===== config.mk =====
export PLATFORM = sky130hd
export DESIGN_NAME = fetch_unit
export DESIGN_NICKNAME = d
export VERILOG_FILES = /design/src/rtl/fetch_unit.sv
export SDC_FILE = /design/constraint.sdc
export NUM_CORES = 1
export LEC_CHECK = 0
export CAP_MARGIN = 10
export CORE_MARGIN = 3
export CORE_UTILIZATION = 40
export CTS_CLUSTER_DIAMETER = 80
export DETAILED_ROUTE_END_ITERATION = 10
export PLACE_DENSITY = 0.7
export SYNTH_ARGS = -nofsm -noshare
export SYNTH_HDL_FRONTEND = slang
export SYNTH_SLANG_ARGS = --single-unit

===== constraint.sdc =====
create_clock -name clock -period 5.5 [get_ports clock]
set_clock_uncertainty 0.15 [all_clocks]
set_input_delay 1.375 -clock clock [delete_from_list [all_inputs] [get_ports clock]]
set_output_delay 1.375 -clock clock [all_outputs]
set_load 0.05 [all_outputs]

===== src/rtl/fetch_unit.sv =====
// Instruction fetch unit: issues one memory request at a time, holds the
// returned word until the instruction buffer accepts it, and handles redirects.
module fetch_unit #(
  parameter int                XLEN     = 32,
  parameter logic [XLEN-1:0]   RESET_PC = '0
) (
  input  logic            clock,
  input  logic            reset,
  input  logic            squash,
  input  logic [XLEN-1:0] branch_target,
  input  logic            ib_full,
  output logic            mem_req_valid,
  output logic [XLEN-1:0] mem_req_addr,
  input  logic            mem_req_ready,
  input  logic            mem_resp_valid,
  input  logic [31:0]     mem_resp_data,
  output logic            out_valid,
  output logic [31:0]     out_inst,
  output logic [XLEN-1:0] out_pc,
  output logic [XLEN-1:0] out_npc,
  output logic            busy
);

  typedef enum logic [1:0] {
    S_FETCH,
    S_WAIT,
    S_HOLD
  } state_t;

  localparam logic [XLEN-1:0] INST_BYTES = XLEN'(4);

  state_t          state_q, state_d;
  logic [XLEN-1:0] pc_q, pc_d;
  logic [XLEN-1:0] req_pc_q, req_pc_d;
  logic            drop_q, drop_d;
  logic [31:0]     hold_inst_q, hold_inst_d;
  logic [XLEN-1:0] hold_pc_q, hold_pc_d;
  logic [XLEN-1:0] hold_npc_q, hold_npc_d;

  always_ff @(posedge clock) begin
    if (reset) begin
      state_q     <= S_FETCH;
      pc_q        <= RESET_PC;
      req_pc_q    <= RESET_PC;
      drop_q      <= 1'b0;
      hold_inst_q <= '0;
      hold_pc_q   <= '0;
      hold_npc_q  <= '0;
    end else begin
      state_q     <= state_d;
      pc_q        <= pc_d;
      req_pc_q    <= req_pc_d;
      drop_q      <= drop_d;
      hold_inst_q <= hold_inst_d;
      hold_pc_q   <= hold_pc_d;
      hold_npc_q  <= hold_npc_d;
    end
  end

  always_comb begin
    state_d       = state_q;
    pc_d          = pc_q;
    req_pc_d      = req_pc_q;
    drop_d        = drop_q;
    hold_inst_d   = hold_inst_q;
    hold_pc_d     = hold_pc_q;
    hold_npc_d    = hold_npc_q;
    mem_req_valid = 1'b0;
    out_valid     = 1'b0;

    case (state_q)
      S_FETCH: begin
        mem_req_valid = !squash;
        if (squash) begin
          pc_d = branch_target;
        end else if (mem_req_ready) begin
          req_pc_d = pc_q;
          state_d  = S_WAIT;
        end
      end
      S_WAIT: begin
        // drop marks the outstanding response as stale after a redirect
        if (squash) begin
          pc_d = branch_target;
          if (mem_resp_valid) begin
            drop_d  = 1'b0;
            state_d = S_FETCH;
          end else begin
            drop_d = 1'b1;
          end
        end else if (mem_resp_valid) begin
          if (drop_q) begin
            drop_d  = 1'b0;
            state_d = S_FETCH;
          end else begin
            hold_inst_d = mem_resp_data;
            hold_pc_d   = req_pc_q;
            hold_npc_d  = req_pc_q + INST_BYTES;
            state_d     = S_HOLD;
          end
        end
      end
      S_HOLD: begin
        out_valid = !squash;
        if (squash) begin
          pc_d    = branch_target;
          state_d = S_FETCH;
        end else if (!ib_full) begin
          pc_d    = req_pc_q + INST_BYTES;
          state_d = S_FETCH;
        end
      end
      default: begin
        state_d = S_FETCH;
      end
    endcase

    if (reset) begin
      mem_req_valid = 1'b0;
      out_valid     = 1'b0;
    end
  end

  assign mem_req_addr = pc_q;
  assign out_inst     = hold_inst_q;
  assign out_pc       = hold_pc_q;
  assign out_npc      = hold_npc_q;
  assign busy         = !reset && (state_q != S_FETCH);

endmodule


==> flow_summary.toml <==
[outcome]
status = "finished clean"

[cts]
ctsHtreeMaxLevel = 4
numCtsBuffers = 17
ctsResizeCount = 0
root_buffer = "clkbuf_16"
cts_hold_buf = 0
path_clk_slew_ps = 60
cts_buffer_depth = 2
clock-sinks = 161
tritoncts = "done"
clock_latency_ps = 430
post_cts_buffers = 0

[route]
ant_nets = 0
wl_per_cell_microns = 16.2
wirelength_microns = 19800
via_count = 6283
drtIter0Drc = 481
route.detailed.drc = 0
dr.pass1.iters = 5
post_drt_via_cell_ratio = 5.16

[sta]
clock.fmax_mhz = 219
drv_slew = 0
min_period_over_period_pct = 83.1
fin_tns_setup_ps = 0
setup_ws_ps = 930
slew_headroom_pct = 31.0
tightestPinTransition_ps = 1040
finalSetupViolCount = 0
final.min_clock_period_ps = 4570
hold_viol = 0
holdWs_ps = 301
rsz0062_at_grt = "no"

[floorplan]
io_pins = 201
fp-row-count = 45
core_area_sq_um = 15500
die_area_sq_um = 17800
die_w_microns = 133
floorplan.die.height_microns = 133
start_util_pct = 41.8

[grt]
grt_pass1_wl_microns = 30800
antenna_found_initial = 0
grt_overflow = 0
first_global_vias = 5812
grt_usage_pct = 21.6
grt_start_max_net_pins = 75

[power]
vdd_ir_drop_max_uv = 219
p_seq_share_pct = 44.4
powerDensity_nw_per_um2 = 300
p_int_mw = 2.08
p_comb_share_pct = 11.0
switching_share_pct = 24.8
switching_power_mw = 0.683
power.share.clock_pct = 44.5
power.leakage_nw = 3.04

[synth]
ys_ff_latch = 161
yosys.area.top_type = "dfxtp_1"
synthTopCellsByCount = "nand2_1 (231), dfxtp_1 (161), a21oi_1 (127), clkbuf_1 (58), nor2_1 (52)"
synthArstFlopShare_pct = 0
yosysWarnings = 0
synth_cell_types = 49
synth-edff-count = 0
yosysSeqAreaShare_pct = 49.6
yosys-top-cells-area = "dfxtp_1 (50%), nand2_1 (13%), a21oi_1 (9.8%), clkbuf_1 (3.4%), nor2_1 (3.0%)"
synth_top_area_share_pct = 49.6
synthCells = 835
synth_nets = 906
syn_area_sq_um = 6490
synth_flop_cell = "dfxtp_1"
synth.avg_cell_area_sq_um = 7.78
yosysMostFrequentCell = "nand2_1"

[placed_design]
place_ws_ps = 923
place.gp.congestion = 0.791
dp_hpwl_microns = 13400
io_buffers = 200

[setup_path]
cp-end-kind = "output port"
criticalPathCategory = "primary input to output port"
critPathArrivalTime_ps = 3050
cp-start-kind = "primary input"
crit_fanout = 12
crit_required_ps = 3970

[layout]
fillerInstances = 1418
areaGrowthSynthToFinish_pct = 41.5
drive_above_1_share_pct = 5.96
fin_nets = 1065
antenna_cells = 0
multiInputGateArea_sq_um = 2970
seq_area_sq_um = 3220

[run]
drv_cap = 0

[min_path]
hold_class = "flop to flop"
==> flip-flops by register name (all words and copies together), names as in the netlist <==
| register | count |
|---|---|
| mem_req_addr | 32 |
| state_q | 2 |
| out_inst | 32 |
| req_pc_q | 32 |
| drop_q | 1 |
| out_pc | 32 |
| out_npc | 30 |
==> layer usage <==
metal	global-route usage, %	vias up	share of wire (%)
li1	-	3147	-
met4	6.51	0	1.4
met2	33.1	201	44
met1	29.5	2913	48
met3	6.53	22	6.8
met5	0	-	0
==> through the flow <==
step	instance area (sq um)	instances	utilization, %	power [mW]
after floorplan	6490	835	-	1.42
after global placement	8570	1186	55.2	1.55
after detailed placement	8570	1186	55.2	1.56
after CTS	9190	1218	59.1	2.78
after global routing	9190	1218	59.1	2.85
final	9190	1218	59.1	2.76
==> placed cells by master (no fill, tap or decap), types with 3 or more instances in the layout <==
master and count:
nor2_1 52, or2_2 5, a211o_1 3, o21a_1 3, clkbuf_16 17, a31oi_1 11, o21ai_0 29, nor3_1 17
bufinv_16 3, xor2_1 7, o211ai_1 3, nand2_1 231, xnor2_1 12, clkbuf_8 4, and3_1 3, nand4_1 7
nand3_1 17, nor4_1 9, a21oi_1 127, a211oi_1 14, clkdlybuf4s50_1 198, buf_4 15, a311oi_1 4, o31a_1 6
dfxtp_1 161, inv_1 7, clkinv_2 3
==> cell families after synthesis <==
family                     Yosys count  share of synthesized area [%]
AOI/OAI and AO/OA                  213                           18.9
and+or+nand+nor                    361                           23.6
xor gates and xnor gates            19                           2.56
buffers and inverters               80                           5.09
adders and majority gates            1                          0.193
DFF                                161                           49.6
==> critical path, stage by stage <==
cell and delay [ps]:
clkdlybuf4s50_1 400, buf_4 180, nor4_1 230, clkdlybuf4s50_1 860
==> cell type report <==
| cell class | instances | area share, % |
|---|---|---|
| flip-flops and latches | 161 | 35.1 |
| inverters | 7 | 0.286 |
| clock inverters | 9 | 1.40 |
| repair buffers | 213 | 22.8 |
| clock buffers | 23 | 5.31 |
| multi-input cells | 594 | 32.3 |
| well taps | 211 | 2.87 |
==> worst paths after layout <==
| check | start | end | slack (ps) | depth (start not counted) |
|---|---|---|---|---|
| setup / recovery | squash | mem_req_valid | 930 | 4 |
| hold / removal | out_inst[11]$_SDFFE_PP0P_ | out_inst[11]$_SDFFE_PP0P_ | 300 | 2 |
| setup reg to reg | state_q[1]$_SDFFE_PP0P_ | mem_req_addr[27]$_SDFFE_PP0P_ | 2850 | 6 |
| hold reg to reg | out_inst[11]$_SDFFE_PP0P_ | out_inst[11]$_SDFFE_PP0P_ | 300 | 2 |
==> power by group through the flow <==
stage	Clock, mW	Sequential [mW]	Combinational [mW]
finish	1.23	1.23	0.304
CTS	1.25	1.23	0.306
detailed placement	0	1.25	0.305
global placement	0	1.25	0.304
global route	1.30	1.23	0.323
floorplan	0	1.33	0.0953
(Power assumes the default switching activity.)
